[src/rtl/obj_scan_scheduler_if.sv]
// Signal bundle between the OAM scan scheduler, its lookup unit and the object consumer.
// Object handshake: obj_valid stays high with obj_index/obj_row frozen until a cycle with obj_valid & obj_ready; obj_ready is ignored while obj_valid is low.
`timescale 1ns/1ps
interface obj_scan_scheduler_if;
    logic       linestart;
    logic [7:0] vcount;
    logic       startrow;
    logic       step;
    logic [7:0] objy;
    logic [6:0] vsize;
    logic       rotation;
    logic       dblsize;
    logic [1:0] objmode;
    logic       obj_valid;
    logic       obj_ready;
    logic [6:0] obj_index;
    logic [6:0] obj_row;
    logic       scan_busy;
    logic       scan_done;

    modport slave (
        input  linestart, vcount, objy, vsize, rotation, dblsize, objmode, obj_ready,
        output startrow, step, obj_valid, obj_index, obj_row, scan_busy, scan_done
    );

    modport master (
        output linestart, vcount, objy, vsize, rotation, dblsize, objmode, obj_ready,
        input  startrow, step, obj_valid, obj_index, obj_row, scan_busy, scan_done
    );
endinterface

[src/rtl/obj_scan_scheduler.sv]
// Walks all 128 OAM entries for one line and offers each visible object downstream.
// Optional OBJ_SCAN_LIMIT_EN: end the scan early once 128 objects were transferred on a line.
`timescale 1ns/1ps
module obj_scan_scheduler (
    input  logic                       i_clock,
    input  logic                       i_reset_n,
    obj_scan_scheduler_if.slave        io_scan,
    output logic [2:0]                 o_dbg_state
);
    typedef enum logic [2:0] {
        S_IDLE  = 3'd0,
        S_START = 3'd1,
        S_WAIT1 = 3'd2,
        S_WAIT2 = 3'd3,
        S_EVAL  = 3'd4,
        S_OFFER = 3'd5,
        S_DONE  = 3'd6
    } state_t;

    state_t     r_state;
    state_t     w_next;
    logic [6:0] r_idx;
    logic [7:0] r_vcount;
    logic [6:0] r_row;
    logic [7:0] w_height;
    logic [7:0] w_row;
    logic       w_hidden;
    logic       w_visible;
    logic       w_last;
    logic       w_xfer;
    logic       w_limit_hit;
    logic       w_step;
    logic       w_startrow;

    // Doubled height only applies to affine objects; non-affine with dblsize set is disabled.
    assign w_height  = (io_scan.rotation & io_scan.dblsize) ? {io_scan.vsize, 1'b0}
                                                            : {1'b0, io_scan.vsize};
    assign w_row     = r_vcount - io_scan.objy;
    assign w_hidden  = (~io_scan.rotation & io_scan.dblsize) | (io_scan.objmode == 2'd3);
    assign w_visible = (w_row < w_height) & ~w_hidden;
    assign w_last    = (r_idx == 7'd127);
    assign w_xfer    = (r_state == S_OFFER) & io_scan.obj_ready;

`ifdef OBJ_SCAN_LIMIT_EN
    logic [7:0] r_count;

    // A count of 127 before this transfer means the line budget is now used up.
    assign w_limit_hit = (r_count == 8'd127);

    always_ff @(posedge i_clock or negedge i_reset_n) begin
        if (!i_reset_n) begin
            r_count <= 8'd0;
        end else if (io_scan.linestart) begin
            r_count <= 8'd0;
        end else if (w_xfer) begin
            r_count <= r_count + 8'd1;
        end
    end
`else
    assign w_limit_hit = 1'b0;
`endif

    always_comb begin
        w_next     = r_state;
        w_step     = 1'b0;
        w_startrow = (r_state == S_START);
        if (io_scan.linestart) begin
            w_next = S_START;
        end else begin
            case (r_state)
                S_IDLE:  w_next = S_IDLE;
                S_START: w_next = S_WAIT1;
                S_WAIT1: w_next = S_WAIT2;
                S_WAIT2: w_next = S_EVAL;
                S_EVAL: begin
                    if (w_visible) begin
                        w_next = S_OFFER;
                    end else if (!w_last) begin
                        w_step = 1'b1;
                        w_next = S_WAIT1;
                    end else begin
                        w_next = S_DONE;
                    end
                end
                S_OFFER: begin
                    if (w_xfer) begin
                        if (w_last || w_limit_hit) begin
                            w_next = S_DONE;
                        end else begin
                            w_step = 1'b1;
                            w_next = S_WAIT1;
                        end
                    end
                end
                S_DONE:  w_next = S_IDLE;
                default: w_next = S_IDLE;
            endcase
        end
    end

    always_ff @(posedge i_clock or negedge i_reset_n) begin
        if (!i_reset_n) begin
            r_state  <= S_IDLE;
            r_idx    <= 7'd0;
            r_vcount <= 8'd0;
            r_row    <= 7'd0;
        end else begin
            r_state <= w_next;
            if (io_scan.linestart) begin
                r_vcount <= io_scan.vcount;
                r_idx    <= 7'd0;
            end else if (w_step) begin
                r_idx <= r_idx + 7'd1;
            end
            // Freeze the row as the object is offered so the payload cannot move.
            if (r_state == S_EVAL) begin
                r_row <= w_row[6:0];
            end
        end
    end

    assign io_scan.startrow  = w_startrow;
    assign io_scan.step      = w_step;
    assign io_scan.obj_valid = (r_state == S_OFFER);
    assign io_scan.obj_index = r_idx;
    assign io_scan.obj_row   = r_row;
    assign io_scan.scan_busy = (r_state != S_IDLE);
    assign io_scan.scan_done = (r_state == S_DONE);
    assign o_dbg_state       = r_state;
endmodule

[src/flat_wrapper.sv]
// flat-port wrapper written by rule: the top's interface ports become plain ports
module obj_scan_scheduler_flat 
  (i_clock, i_reset_n, o_dbg_state, io_scan_linestart, io_scan_vcount, io_scan_objy, io_scan_vsize, io_scan_rotation, io_scan_dblsize, io_scan_objmode, io_scan_obj_ready, io_scan_startrow, io_scan_step, io_scan_obj_valid, io_scan_obj_index, io_scan_obj_row, io_scan_scan_busy, io_scan_scan_done);
  obj_scan_scheduler_if io_scan_i ();
  input  logic i_clock;
  input  logic i_reset_n;
  output logic [2:0] o_dbg_state;
  input wire logic [$bits(io_scan_i.linestart)-1:0] io_scan_linestart;
  input wire logic [$bits(io_scan_i.vcount)-1:0] io_scan_vcount;
  input wire logic [$bits(io_scan_i.objy)-1:0] io_scan_objy;
  input wire logic [$bits(io_scan_i.vsize)-1:0] io_scan_vsize;
  input wire logic [$bits(io_scan_i.rotation)-1:0] io_scan_rotation;
  input wire logic [$bits(io_scan_i.dblsize)-1:0] io_scan_dblsize;
  input wire logic [$bits(io_scan_i.objmode)-1:0] io_scan_objmode;
  input wire logic [$bits(io_scan_i.obj_ready)-1:0] io_scan_obj_ready;
  output wire logic [$bits(io_scan_i.startrow)-1:0] io_scan_startrow;
  output wire logic [$bits(io_scan_i.step)-1:0] io_scan_step;
  output wire logic [$bits(io_scan_i.obj_valid)-1:0] io_scan_obj_valid;
  output wire logic [$bits(io_scan_i.obj_index)-1:0] io_scan_obj_index;
  output wire logic [$bits(io_scan_i.obj_row)-1:0] io_scan_obj_row;
  output wire logic [$bits(io_scan_i.scan_busy)-1:0] io_scan_scan_busy;
  output wire logic [$bits(io_scan_i.scan_done)-1:0] io_scan_scan_done;
  assign io_scan_i.linestart = io_scan_linestart;
  assign io_scan_i.vcount = io_scan_vcount;
  assign io_scan_i.objy = io_scan_objy;
  assign io_scan_i.vsize = io_scan_vsize;
  assign io_scan_i.rotation = io_scan_rotation;
  assign io_scan_i.dblsize = io_scan_dblsize;
  assign io_scan_i.objmode = io_scan_objmode;
  assign io_scan_i.obj_ready = io_scan_obj_ready;
  assign io_scan_startrow = io_scan_i.startrow;
  assign io_scan_step = io_scan_i.step;
  assign io_scan_obj_valid = io_scan_i.obj_valid;
  assign io_scan_obj_index = io_scan_i.obj_index;
  assign io_scan_obj_row = io_scan_i.obj_row;
  assign io_scan_scan_busy = io_scan_i.scan_busy;
  assign io_scan_scan_done = io_scan_i.scan_done;
  obj_scan_scheduler u_core (.i_clock(i_clock), .i_reset_n(i_reset_n), .io_scan(io_scan_i), .o_dbg_state(o_dbg_state));
endmodule
[config.mk]
export PLATFORM = sky130hd
export DESIGN_NAME = obj_scan_scheduler_flat
export DESIGN_NICKNAME = d
export VERILOG_FILES = /design/src/rtl/obj_scan_scheduler_if.sv /design/src/rtl/obj_scan_scheduler.sv /design/src/flat_wrapper.sv
export SDC_FILE = /design/constraint.sdc
export NUM_CORES = 1
export LEC_CHECK = 0
export CORE_ASPECT_RATIO = 1.75
export CORE_MARGIN = 3
export CORE_UTILIZATION = 35
export DETAILED_ROUTE_END_ITERATION = 8
export PLACE_DENSITY = 0.61
export SLEW_MARGIN = 40
export SYNTH_ARGS = -nofsm -noshare
export SYNTH_HDL_FRONTEND = slang
export SYNTH_SLANG_ARGS = --single-unit
[constraint.sdc]
create_clock -name i_clock -period 10.75 [get_ports i_clock]
set_input_delay 2.15 -clock i_clock [delete_from_list [all_inputs] [get_ports i_clock]]
set_output_delay 2.15 -clock i_clock [all_outputs]
set_load 0.005 [all_outputs]
==> out/qor.yml, run 1 <==
ioPinCount: 53
rows: 32
synth_nets: 214
buffers_inserted_by_post_cts_timing_repair: 0
drv_slew: 0
dp_hpwl_mm: 3.25
run_status: "finished clean"
routed_wirelength_mm: 3.99
crit_type: "in -> out"
syn_inst: 167
final_layout_size_suffix_gt1_share_pct: 11.5
remaining_drc_errors: 0
post-synth-top-area-cell: "sky130_fd_sc_hd__dfrtp_1"
power.density_cell_area_nw_per_um2: 132
cellLeakagePower_nw: 0.988
drt_pass1_iterations: 4
die-area_um2: 5700
cts_hold_buffers: 0
postSynthAreaPerCell_um2: 10.1
max-cap-violations: 0
clk_root_buffer_cell: "sky130_fd_sc_hd__clkbuf_8"
synth_top_area_share_pct: 37.2
swShare_pct: 29.8
timing.final.crit_share_pct: 74.9
type_of_element_capturing_the_critical_path: "primary output"
grt_start_max_net_pins: 26
tightest_slew_ns: 0.694
portBuffers: 52
cts_buffer_depth: 2
detailroute.via_count: 1444
cts-buffers-inserted: 3
clockPowerShare_pct: 18.2
die_h_um: 97.7
groute.usage.overall_pct: 14.9
seqCellArea_um2: 626
viasPerCell: 5.37
required_ns: 8.60
slew-limit-headroom_pct: 53.5
worst_ir_drop_vdd_uv: 103
postSynth.asyncResetShare_pct: 100
rsz0062_at_grt: "false"
combinationalPowerShare_pct: 41.0
yosys.cell_count.top_type: "sky130_fd_sc_hd__dfrtp_1"
via_count_of_the_first_global_routing_pass: 1526
clock.fmax_ghz: 0.124
ys_top_cells_by_area: "sky130_fd_sc_hd__dfrtp_1 37%, sky130_fd_sc_hd__ha_1 11%, sky130_fd_sc_hd__mux2_2 8.7%"
holdWs_ns: 0.517
cts_resized: 0
worstPathMaxFanout: 12
die_w_um: 58.4
cts_tree: "done"
fraction_of_the_yosys_area_taken_by_sequential_cells_pct: 37.2
worst_setup_skew_after_layout_ns: 0.00352
drt-wirelength-per-cell_um: 14.8
grt_overflow_total: 0
setup_violations: 0
setup.worst_path.start_class: "input pin"
count_of_endpoints_failing_hold_in_the_final_timing_report: 0
ys_types: 41
final_antenna_violating_net_count: 0
min-delay-path-class: "reg -> reg"
power_mw: 0.301
cts.reportedPaths.clkPinSlew_ns: 0.08
power.internal_mw: 0.212
synth_top_flop_cell: "sky130_fd_sc_hd__dfrtp_1"
final_core_util_pct: 50.4
start_util_pct: 37.1
ys.warnings.count: 0
seq_power_share_pct: 40.8
multi_input_comb_area_um2: 972
insertedDiodeCount: 0
synth_enable_flop_cells: 0
dr.first_iter.drc_count: 14
most_common_library_cells_after_synthesis: "25 x sky130_fd_sc_hd__dfrtp_1, 16 x sky130_fd_sc_hd__nor2_1, 15 x sky130_fd_sc_hd__ha_1, 13 x sky130_fd_sc_hd__inv_1, 13 x sky130_fd_sc_hd__mux2_2"
yosys_register_bits: 25
place_congestion: 0.795
clk_latency_ns: 0.26
setup_total_negative_slack_ns: 0
post_synth_instance_area_um2: 1680
clkSinkCount: 25
first_pass_grt_wire_length_mm: 6.69
final_net_count: 266
core_um2: 4520
worst_ep_arrival_time_ns: 5.90
cts.htree.levels: 1
antenna_found_initial: 0
fillers: 424
total_switching_power_mw: 0.0899
timing.final.crit_period_ns: 8.05
growth_of_design_area_from_synthesis_to_finish_pct: 35.6
==> registers in the layout (all words and copies together), names as in the netlist <==
| signal | count |
|---|---|
| u_core.r_vcount | 8 |
| u_core.o_dbg_state | 3 |
| u_core.io_scan.obj_index | 7 |
| u_core.io_scan.obj_row | 7 |
==> cell families (layout without fill, tap and decap cells) <==
group	Yosys count	in the layout	synth area share, %
adders and majority gates	16	16	12.4
muxes	21	21	13.8
xor gates and xnor gates	7	7	3.65
buffers and inverters	19	70	4.91
AOI/OAI and AO/OA	31	31	12.7
and+or+nand+nor	48	48	15.4
DFF	25	25	37.2
==> power by group through the flow <==
stage / Combinational [mW] / Clock, mW / Sequential, mW
final: 0.124 / 0.0548 / 0.123
after global routing: 0.137 / 0.0610 / 0.126
after CTS: 0.126 / 0.0583 / 0.123
after detailed placement: 0.125 / 0 / 0.125
after global placement: 0.123 / 0 / 0.125
after floorplan: 0.0666 / 0 / 0.124
==> area by class of cell <==
class,count,share of cell area [%]
clock buffers,4,1.98
inverters,13,2.14
multi-input cells,123,42.7
flip-flops and latches,25,27.5
well taps,51,2.80
repair buffers,53,23.0
==> routing by layer <==
| metal | wire length [um] | part of all wire, % | vias up | global-route usage (%) |
|---|---|---|---|---|
| li1 | - | - | 708 | - |
| met1 | 1410 | 35 | 695 | 13.6 |
| met2 | 2400 | 60 | 34 | 30.8 |
| met3 | 127 | 3.2 | 7 | 1.86 |
| met4 | 55 | 1.4 | 0 | 4.46 |
| met5 | 0 | 0 | - | 0 |
==> worst paths after layout <==
path,startpoint,end,slack [ns],cells after the start
worst max-delay path,io_scan_objy[0],io_scan_step,2.70,16
worst min-delay path,u_core.r_vcount[5],u_core.r_vcount[5],0.52,1
worst max register to register,u_core.r_vcount[0],u_core.io_scan.obj_index[0],7.11,16
worst min register to register,u_core.r_vcount[5],u_core.r_vcount[5],0.52,1
max in group asynchronous,i_reset_n,u_core.io_scan.obj_index[0],8.50,1
min in group asynchronous,i_reset_n,u_core.r_vcount[7],1.87,1
==> stage by stage <==
stage	setup WS (ns)	std cells	cell area (um^2)
finish	2.70	269	2280
global route	2.49	269	2280
CTS	2.72	269	2280
detailed placement	2.73	265	2230
global placement	2.79	265	2240
floorplan	4.00	167	1680
==> placed cells by master (no fill, tap or decap), types with 2 or more instances in the layout <==
cell                              count
sky130_fd_sc_hd__and3_1               2
sky130_fd_sc_hd__o21ai_0              6
sky130_fd_sc_hd__inv_1               13
sky130_fd_sc_hd__ha_1                15
sky130_fd_sc_hd__nor3_1               7
sky130_fd_sc_hd__dfrtp_1             25
sky130_fd_sc_hd__mux2_2              13
sky130_fd_sc_hd__or4_1                4
sky130_fd_sc_hd__a21oi_1              8
sky130_fd_sc_hd__xnor2_1              6
sky130_fd_sc_hd__mux2i_1              7
sky130_fd_sc_hd__clkbuf_8             3
sky130_fd_sc_hd__nor2b_1              4
sky130_fd_sc_hd__nand3_1              5
sky130_fd_sc_hd__nor2_1              16
sky130_fd_sc_hd__o31ai_1              6
sky130_fd_sc_hd__clkdlybuf4s50_1     51
sky130_fd_sc_hd__nand2b_1             3
==> worst max-delay path, cell delays in order <==
cell and delay, ns:
sky130_fd_sc_hd__clkdlybuf4s50_1 0.47, sky130_fd_sc_hd__ha_1 0.17, sky130_fd_sc_hd__inv_1 0.05, sky130_fd_sc_hd__fa_1 0.39, sky130_fd_sc_hd__a21o_1 0.17, sky130_fd_sc_hd__a21oi_1 0.23, sky130_fd_sc_hd__o21bai_1 0.09, sky130_fd_sc_hd__a21oi_1 0.18
sky130_fd_sc_hd__xnor2_1 0.18, sky130_fd_sc_hd__ha_1 0.28, sky130_fd_sc_hd__o21ai_0 0.14, sky130_fd_sc_hd__nor2_1 0.07, sky130_fd_sc_hd__or3_4 0.34, sky130_fd_sc_hd__o21ai_2 0.41, sky130_fd_sc_hd__nor3_1 0.09, sky130_fd_sc_hd__clkdlybuf4s50_1 0.47
(Power assumes the default switching activity.)
==> run 2, diff against run 1 <==
Settings changed: PLACE_DENSITY 0.61 to 0.64.
Clock period 10.75 ns to 6.95 ns, I/O delays scaled along.
==> out/qor.yml, run 2 (synthesis results as in run 1) <==
cts_resized: 0
insertedDiodeCount: 0
place_congestion: 0.770
drt_pass1_iterations: 4
critical_path.top_delay_family: "compound AO/OA/AOI/OAI gates"
worst_setup_skew_after_layout_ns: 0.00671
buffers_inserted_by_post_cts_timing_repair: 0
worstPathMaxFanout: 12
required_ns: 5.56
core_um2: 4520
first_pass_grt_wire_length_mm: 6.49
type_of_element_capturing_the_critical_path: "primary output"
rsz0062_at_grt: "false"
final_cell_count_no_fill: 270
min-delay-path-class: "reg -> reg"
setup.worst_path.start_class: "input pin"
worstHoldPathCells: 1
largest_stage_delay_worst_path_ns: 0.47
die_h_um: 97.7
cts_buffer_depth: 2
drt-wirelength-per-cell_um: 13.9
multi_input_comb_area_um2: 972
die_w_um: 58.4
rows: 32
dpl_cell_area_um2: 2250
via_count_of_the_first_global_routing_pass: 1474
drv_slew: 0
tightest_slew_ns: 0.665
cp.depth: 16
numPlacedInstances: 266
holdWs_ns: 0.518
ioPinCount: 53
worst_ir_drop_vdd_uv: 152
mostFrequentLayoutCell: "sky130_fd_sc_hd__clkdlybuf4s50_1"
viasPerCell: 5.25
layout_common_cells: "52 x sky130_fd_sc_hd__clkdlybuf4s50_1, 25 x sky130_fd_sc_hd__dfrtp_1, 16 x sky130_fd_sc_hd__nor2_1"
power_mw: 0.469
placement.setup.worst_slack_ns: 0.428
largest_register_ffs: 8
cellLeakagePower_nw: 0.993
final_area_um2: 2290
final_antenna_violating_net_count: 0
seqCellArea_um2: 626
max-cap-violations: 0
fin_ws_ns: 0.454
setup_total_negative_slack_ns: 0
global_route.peak_usage_layer: "met2"
met2_usage_pct: 27.3
cts.reportedPaths.clkPinSlew_ns: 0.09
power.density_cell_area_nw_per_um2: 205
final_net_count: 267
start_util_pct: 37.1
worstPathBufferInverterCount: 3
final_core_util_pct: 50.6
cts.htree.levels: 1
die-area_um2: 5700
registers.top_by_ff_count: "u_core.r_vcount"
setup_violations: 0
timing.final.crit_share_pct: 93.5
grt_start_max_net_pins: 26
count_of_endpoints_failing_hold_in_the_final_timing_report: 0
clock.fmax_ghz: 0.154
timing.final.crit_period_ns: 6.50
remaining_drc_errors: 0
worst_path_slowest_cell: "sky130_fd_sc_hd__clkdlybuf4s50_1"
grt_overflow_total: 0
groute.usage.overall_pct: 14.6
run_status: "finished clean"
cts_tree: "done"
cts_hold_buffers: 0
crit_type: "in -> out"
routed_wirelength_mm: 3.76
clk_latency_ns: 0.28
groute.layer.met3.usage_pct: 1.60
clkSinkCount: 25
fillers: 440
antenna_found_initial: 0
slew-limit-headroom_pct: 55.5
growth_of_design_area_from_synthesis_to_finish_pct: 36.3
reg2regPathDepth: 16
grt_use_met1_pct: 15.1
dp_hpwl_mm: 3.02
dr.first_iter.drc_count: 17
worst_ep_arrival_time_ns: 5.11
clk_root_buffer_cell: "sky130_fd_sc_hd__clkbuf_8"
cts-buffers-inserted: 3
portBuffers: 52
final_layout_size_suffix_gt1_share_pct: 11.4
detailroute.via_count: 1417
path_cells: "clkdlybuf4s50_1, ha_1, inv_1, fa_1, a21o_1, a21oi_1, o21bai_1, a21oi_1, xnor2_1, ha_1, o21ai_0, nor2_1, or3_4, o21ai_2, nor3_1, clkdlybuf4s50_1"
## run 2: worst paths after layout
check | startpoint | slack (ns) | to
setup / recovery | io_scan_objy[0] | 0.45 | io_scan_step
hold / removal | u_core.r_vcount[5] | 0.52 | u_core.r_vcount[5]
hold reg to reg | u_core.r_vcount[5] | 0.52 | u_core.r_vcount[5]
setup reg to reg | u_core.r_vcount[0] | 3.33 | u_core.io_scan.obj_index[0]
min in group asynchronous | i_reset_n | 1.47 | u_core.r_vcount[7]
max in group asynchronous | i_reset_n | 5.23 | u_core.io_scan.obj_index[2]
## run 2: where the power goes
part           leakage [nW]  internal (mW)  switching [mW]
combinational         0.655          0.114          0.0754
clock                0.0228         0.0411          0.0480
sequential            0.316          0.172          0.0181
total                 0.993          0.328           0.142
## run 2: layer usage
layer / part of all wire (%) / wire length (um)
met1: 37 / 1400
met2: 56 / 2110
met3: 3.0 / 114
met4: 3.5 / 133
met5: 0 / 0
## run 2: area by class of cell
cell class | count | share of cell area [%]
tap | 51 | 2.79
multi-input combinational | 123 | 42.4
timing repair buffer | 54 | 23.4
sequential | 25 | 27.3
clock buffer | 4 | 1.97
inverter | 13 | 2.13
